## config.mk

```make
export PLATFORM = sky130hd
export DESIGN_NAME = des_input_sched
export DESIGN_NICKNAME = d
export VERILOG_FILES = /design/src/rtl/des_input_sched.sv
export SDC_FILE = /design/constraint.sdc
export NUM_CORES = 1
export LEC_CHECK = 0
export CORE_ASPECT_RATIO = 1.4
export CORE_MARGIN = 5
export CORE_UTILIZATION = 40
export CTS_BUF_LIST = sky130_fd_sc_hd__clkbuf_8
export DETAILED_ROUTE_END_ITERATION = 10
export HOLD_SLACK_MARGIN = 0.05
export PLACE_DENSITY = 0.71
export SYNTH_ARGS = -nofsm -noshare
export SYNTH_HDL_FRONTEND = slang
export SYNTH_SLANG_ARGS = --single-unit
```

## constraint.sdc

```tcl
create_clock -name clk -period 2.6 [get_ports clk]
set_clock_uncertainty 0.05 [all_clocks]
set_input_delay 0.78 -clock clk [delete_from_list [all_inputs] [get_ports clk]]
set_output_delay 0.78 -clock clk [all_outputs]
set_load 0.02 [all_outputs]
```

## src/rtl/des_input_sched.sv

```systemverilog
// Collects bytes from the I2C stream or SRAM into 64-bit blocks for the 3DES input.
// Optional sticky drop_err output is enabled by defining DES_INPUT_SCHED_DROP_FLAG_EN.
module des_input_sched #(
    parameter int ADDR_W = 16,
    parameter int CNT_W  = 8
) (
    input  logic              clk,
    input  logic              nrst,
    input  logic              start,
    input  logic              src_sel,
    input  logic [ADDR_W-1:0] base_addr,
    input  logic [CNT_W-1:0]  blk_count,
    input  logic              i2c_byte_valid,
    input  logic [7:0]        i2c_byte,
    output logic              sram_rd_req,
    output logic [ADDR_W-1:0] sram_addr,
    input  logic              sram_rd_ack,
    input  logic [7:0]        sram_data,
    output logic              blk_valid,
    output logic [63:0]       blk_data,
    input  logic              blk_ready,
    output logic [3:0]        byte_cnt,
    output logic              busy,
    output logic              done
`ifdef DES_INPUT_SCHED_DROP_FLAG_EN
    ,
    output logic              drop_err
`endif
);

    typedef enum logic [1:0] {IDLE, FETCH, PRESENT, DONE} state_t;

    state_t            state_reg, state_next;
    logic              src_reg, src_next;
    logic [ADDR_W-1:0] addr_reg, addr_next;
    logic [CNT_W-1:0]  remain_reg, remain_next;
    logic [63:0]       shift_reg, shift_next;
    logic [3:0]        cnt_reg, cnt_next;
    logic              capture;
    logic [7:0]        cap_byte;

    // Only the latched source can deliver a byte, and only while fetching.
    always_comb begin
        capture  = 1'b0;
        cap_byte = i2c_byte;
        if (state_reg == FETCH) begin
            if (src_reg) begin
                capture  = sram_rd_ack;
                cap_byte = sram_data;
            end else begin
                capture  = i2c_byte_valid;
            end
        end
    end

    always_comb begin
        state_next  = state_reg;
        src_next    = src_reg;
        addr_next   = addr_reg;
        remain_next = remain_reg;
        shift_next  = shift_reg;
        cnt_next    = cnt_reg;
        case (state_reg)
            IDLE: begin
                if (start) begin
                    if (blk_count != '0) begin
                        src_next    = src_sel;
                        addr_next   = base_addr;
                        remain_next = blk_count;
                        shift_next  = '0;
                        cnt_next    = '0;
                        state_next  = FETCH;
                    end else begin
                        state_next  = DONE;
                    end
                end
            end
            FETCH: begin
                if (capture) begin
                    shift_next = {shift_reg[55:0], cap_byte};
                    cnt_next   = cnt_reg + 4'd1;
                    if (src_reg) begin
                        addr_next = addr_reg + 1'b1;
                    end
                    if (cnt_reg == 4'd7) begin
                        state_next = PRESENT;
                    end
                end
            end
            PRESENT: begin
                if (blk_ready) begin
                    remain_next = remain_reg - 1'b1;
                    if (remain_reg == CNT_W'(1)) begin
                        state_next = DONE;
                    end else begin
                        shift_next = '0;
                        cnt_next   = '0;
                        state_next = FETCH;
                    end
                end
            end
            DONE: begin
                state_next = IDLE;
            end
            default: begin
                state_next = IDLE;
            end
        endcase
    end

    always_ff @(posedge clk or negedge nrst) begin
        if (!nrst) begin
            state_reg  <= IDLE;
            src_reg    <= 1'b0;
            addr_reg   <= '0;
            remain_reg <= '0;
            shift_reg  <= '0;
            cnt_reg    <= '0;
        end else begin
            state_reg  <= state_next;
            src_reg    <= src_next;
            addr_reg   <= addr_next;
            remain_reg <= remain_next;
            shift_reg  <= shift_next;
            cnt_reg    <= cnt_next;
        end
    end

    // Decoded from the state register so reset removes the request immediately.
    assign sram_rd_req = (state_reg == FETCH) && src_reg;
    assign sram_addr   = addr_reg;
    assign blk_valid   = (state_reg == PRESENT);
    assign blk_data    = shift_reg;
    assign byte_cnt    = cnt_reg;
    assign busy        = (state_reg != IDLE);
    assign done        = (state_reg == DONE);

`ifdef DES_INPUT_SCHED_DROP_FLAG_EN
    logic drop_reg, drop_next;

    always_comb begin
        drop_next = drop_reg;
        if ((state_reg == IDLE) && start) begin
            drop_next = 1'b0;
        end else if (((state_reg == PRESENT) || (state_reg == DONE)) && !src_reg && i2c_byte_valid) begin
            drop_next = 1'b1;
        end
    end

    always_ff @(posedge clk or negedge nrst) begin
        if (!nrst) begin
            drop_reg <= 1'b0;
        end else begin
            drop_reg <= drop_next;
        end
    end

    assign drop_err = drop_reg;
`endif

endmodule

```

# ---- After elaboration in Yosys (flattened, before gate mapping)
# Index checks and enable logic that the tools add are counted.
dict set report word_totals {
  register_bits 95
  out_inout_bits 88
  in_bits 47
  elab_cells 64
}
dict set report classes {
  muxes 31
  add_sub_neg 3
  eq_ne 12
  n_reduce_logical 12
}
# op count
set op_table {}
lappend op_table {{$mux W64} 5}
lappend op_table {{$pmux W64 S3} 1}
lappend op_table {{$mux W16} 4}
lappend op_table {{$mux W8} 4}
lappend op_table {{$pmux W16 S2} 1}
lappend op_table {{$mux W4} 5}
lappend op_table {{$add A16 B1 Y16 const B} 1}
lappend op_table {{$pmux W8 S2} 1}
lappend op_table {{$mux W2} 6}
lappend op_table {{$pmux W4 S3} 1}
lappend op_table {{$ne A2 B2 Y1 const B} 5}
lappend op_table {{$eq A8 B1 Y1 const B} 1}
lappend op_table {{$pmux W2 S4} 1}
lappend op_table {{$reduce_and A4 Y1} 2}
lappend op_table {{$reduce_bool A8 Y1} 1}
lappend op_table {{$sub A8 B1 Y8 const B} 1}
lappend op_table {{$reduce_and A6 Y1} 1}
lappend op_table {{$reduce_bool A2 Y1} 3}
lappend op_table {{$reduce_and A5 Y1} 1}
lappend op_table {{$add A4 B1 Y4 const B} 1}
lappend op_table {{$eq A2 B2 Y1 const B} 2}
lappend op_table {{$eq A4 B3 Y1 const B} 1}
lappend op_table {{$ne A2 B1 Y1 const B} 2}
lappend op_table {{$reduce_and A3 Y1} 1}
lappend op_table {{5 further kinds} 6}

# ---- Logic depth before layout (Yosys ltp)
# Gate-level depths: netlist (run 1).
dict set report depth {
  depth_word 4
  depth_mapped 10
  mapped_depth_nobuf 7
}

# ---- Least setup slack after synthesis (run 1)
# Ideal clock, no wire load.
dict set report synth_timing {
  path_type {in2reg}
  startpoint {in blk_count[6]}
  endpoint {reg shift_reg[7], in the netlist blk_data[7]}
  setup_time_ns 0.128
  required_ns 2.422
  n_path_buf 2
  setup_slack_ns 0.330
  arrival_ns 2.092
  path_stages 7
  path_cell_list {nor4_1 nand2_1 o21ai_2 a31o_1 buf_6 buf_6 mux2_1}
}
dict set report synth_via {
  elab_chain_len 3
}
# item line
set synth_lines {}
lappend synth_lines {{start: declaration} 12} ;# input logic [CNT_W-1:0] blk_count,
lappend synth_lines {{$reduce_bool A8 Y1} 66} ;# if (blk_count != '0) begin
lappend synth_lines {{$ne A2 B2 Y1 (no line)} --}
lappend synth_lines {{$reduce_and A6 Y1 (no line)} --}
lappend synth_lines {{end signal: assignment} 124} ;# shift_reg <= shift_next;
lappend synth_lines {{end: declaration} 37} ;# logic [63:0] shift_reg, shift_next;
# No other way between the ends.
# A chain may end at the register's enable or synchronous reset.

# ---- Worst setup path in the final report (run 1)
dict set report layout_timing {
  startpoint {reg state_reg[0]}
  endpoint {out busy}
}
dict set report layout_via {
  elab_chain_len 1
}
# item line
set layout_lines {}
lappend layout_lines {{start: declaration} 33} ;# state_t state_reg, state_next;
lappend layout_lines {{start signal: assignment} 120} ;# state_reg <= state_next;
lappend layout_lines {{$reduce_bool A2 Y1} 135} ;# assign busy = (state_reg != IDLE);
lappend layout_lines {{end: declaration} 23} ;# output logic busy,
# No other way between the ends.

==> flow_metrics.env, run 1 <==
export IMPL_drv_cap=0
export IMPL_worstMarginPinSlew_ns=0.613
export IMPL_p_int_w=0.00450
export IMPL_grt_pass1_wl_mm=20.3
export IMPL_cts_root_buf="clkbuf_8"
export IMPL_synth_seq_cells=95
export IMPL_rsz0062_at_grt="no"
export IMPL_cts_tree="done"
export IMPL_power_switching_w=0.00337
export IMPL_vias_per_cell=5.21
export IMPL_clock_sinks=95
export IMPL_cp_slowest_stage_delay_ns=0.62
export IMPL_slowest_stage="clkdlybuf4s50_1"
export IMPL_hold_class="in -> async"
export IMPL_final_area_um2=6640
export IMPL_wirelength_mm=12.4
export IMPL_wl_per_cell_um=15.4
export IMPL_largest_reg_flops=64
export IMPL_die_width_um=102
export IMPL_grt_usage_pct=17.5
export IMPL_switching_share_pct=42.8
export IMPL_min_period_over_period_pct=96.4
export IMPL_grt_max_degree=86
export IMPL_status="complete, no violations"
export IMPL_cp_cell_sequence="inv_2, nand2_1, clkdlybuf4s50_1"
export IMPL_avgSynthCellArea_um2=9.52
export IMPL_io_pins=135
export IMPL_worstPathMaxFanout=8
export IMPL_endpoint_kind="output pin"
export IMPL_dp_worst_setup_slack_ns=-0.189
export IMPL_final_antenna_net_count=0
export IMPL_comb_power_share_pct=54.9
export IMPL_area_growth_pct=38.5
export IMPL_p_leak_nw=3.14
export IMPL_ys_types=47
export IMPL_drv_slew=0
export IMPL_syn_inst=503
export IMPL_rows=47
export IMPL_final_cell_mix="131 x clkdlybuf4s50_1, 95 x dfrtp_1, 83 x nand2_1"
export IMPL_fillCellCount=1050
export IMPL_antennaDiodeCount=0
export IMPL_path_class="reg -> out"
export IMPL_drive_gt1_share_pct=9.12
export IMPL_die_area_um2=14300
export IMPL_clkTransAtPathRegs_ns=0.09
export IMPL_nets=704
export IMPL_cts_inserted_buffers=9
export IMPL_start_util_pct=40.7
export IMPL_p_total_w=0.00787
export IMPL_setup_ws_ns=0.0933
export IMPL_drt_first_pass_iters=4
export IMPL_syn_cell_area_um2=4790
export IMPL_min_period_ns=2.51
export IMPL_relSlewSlack_pct=58.8
export IMPL_grt_pass1_vias=4232
export IMPL_grt_overflow=0
export IMPL_cts_buffer_depth=2
export IMPL_finalSetupViolations=0
export IMPL_seqPwrFrac_pct=33.9
export IMPL_start_kind="flip-flop"
export IMPL_max_freq_mhz=399
export IMPL_r2r_slack_ns=0.53
export IMPL_antenna_found_initial=0
export IMPL_synthArstFlopShare_pct=100
export IMPL_synth_edf_count=0
export IMPL_seq_area_frac_synth_pct=49.6
export IMPL_die_h_um=139
export IMPL_post_dp_cell_area_um2=6460
export IMPL_worstPathRequired_ns=1.77
export IMPL_syn_nets=554
export IMPL_crit_arrival_ns=1.68
export IMPL_hold_buffers=0
export IMPL_hold_violations=0
export IMPL_worstSkewPairLatency_ns=0.36
export IMPL_vdd_drop_max_mv=0.593
export IMPL_place_congestion=0.924
export IMPL_num_vias=4194
export IMPL_cpLargestDelayFamily="buffers and inverters"
export IMPL_core_area_um2=11800
export IMPL_cp_num_buf_inv=2
export IMPL_final_common_cell="clkdlybuf4s50_1"
export IMPL_port_buffers=134
export IMPL_hpwlAfterDp_mm=9.22
export IMPL_synth_ff_type="dfrtp_1"
export IMPL_powerDensity_nw_per_um2=1190
export IMPL_drtIter0Drc=143
export IMPL_yosysWarnings=0
export IMPL_htree_levels=3
export IMPL_drc=0
export IMPL_p_clk_share_pct=11.2
metrics by stage:
stage / hold slack [ns] / util [%] / std cells / TNS (ns)
2_1_floorplan: 0.434 / - / 503 / 0
3_3_place_gp: 0.448 / 55.0 / 789 / -5.99
3_5_place_dp: 0.461 / 55.0 / 789 / -8.97
4_1_cts: 0.251 / 56.4 / 805 / 0
5_1_grt: 0.266 / 56.4 / 805 / 0
6_report: 0.257 / 56.4 / 805 / 0
Yosys cell counts (7+ instances only):
master	n	area, µm²
dfrtp_1	95	2380
nand2_1	83	312
mux2i_1	66	661
inv_1	64	240
a21oi_1	34	170
nor2_1	33	124
o21ai_0	17	85.1
clkbuf_1	14	52.6
o22ai_1	10	62.6
mux2_1	8	90.1
buf_6	7	78.8
final cells by class:
type	count	area, µm²	share of cell area (%)
Sequential cell	95	2380	35.8
Multi-Input combinational cell	315	2010	30.3
Timing Repair Buffer	166	1640	24.8
Inverter	66	250	3.77
Tap cell	147	184	2.77
Clock buffer	9	124	1.87
Clock inverter	7	48.8	0.735
power by group through the flow:
| stage | registers [W] | clock network, W | logic, W |
|---|---|---|---|
| global route | 0.00277 | 0.000974 | 0.00469 |
| detailed placement | 0.00269 | 0 | 0.00436 |
| floorplan | 0.00322 | 0 | 0.00198 |
| finish | 0.00267 | 0.000881 | 0.00432 |
| global placement | 0.00267 | 0 | 0.00423 |
| CTS | 0.00267 | 0.000917 | 0.00437 |
cell families after synthesis:
kind of cell / count (synthesis) / share of synthesized area [%]
flops: 95 / 49.6
simple gates: 144 / 13.0
mux: 75 / 15.9
compound gates: 92 / 11.7
buf+inv: 93 / 8.75
fa+ha+maj: 4 / 1.04
what timing repair did:
item,4_1_cts,5_1_grt
gates resized for setup,1,1
setup buffers,0,0
setup endpoints to repair,1,1
endpoints found under the hold margin,0,0
metal layers:
layer / global-route usage [%] / up-vias / share of wire, %
met5: 0 / - / 0
met4: 6.84 / 0 / 2.0
li1: - / 1989 / -
met1: 20.8 / 2035 / 40
met2: 29.9 / 148 / 51
met3: 4.11 / 22 / 6.8
path summary, 6_finish.rpt:
path,start,end,cells past startpoint
max,state_reg[0],busy,3
min,nrst,blk_data[57],1
max reg2reg,remain_reg[5],blk_data[59],6
min reg2reg,blk_data[58],blk_data[58],2
max in group asynchronous,nrst,blk_data[18],2
min in group clk,blk_data[58],blk_data[58],2
Note: power is estimated with default switching activity, not from simulation.
==> run 2: changes to the inputs <==
Settings changed: CAP_MARGIN set to 40.
==> results of run 2 <==
Final layout, timing and power as in run 1 (identical DEF).
==> run 3: changes to the inputs <==
Settings changed: CTS_CLUSTER_DIAMETER set to 40.
==> results of run 3 <==
Final layout, timing and power as in run 1 (identical DEF).
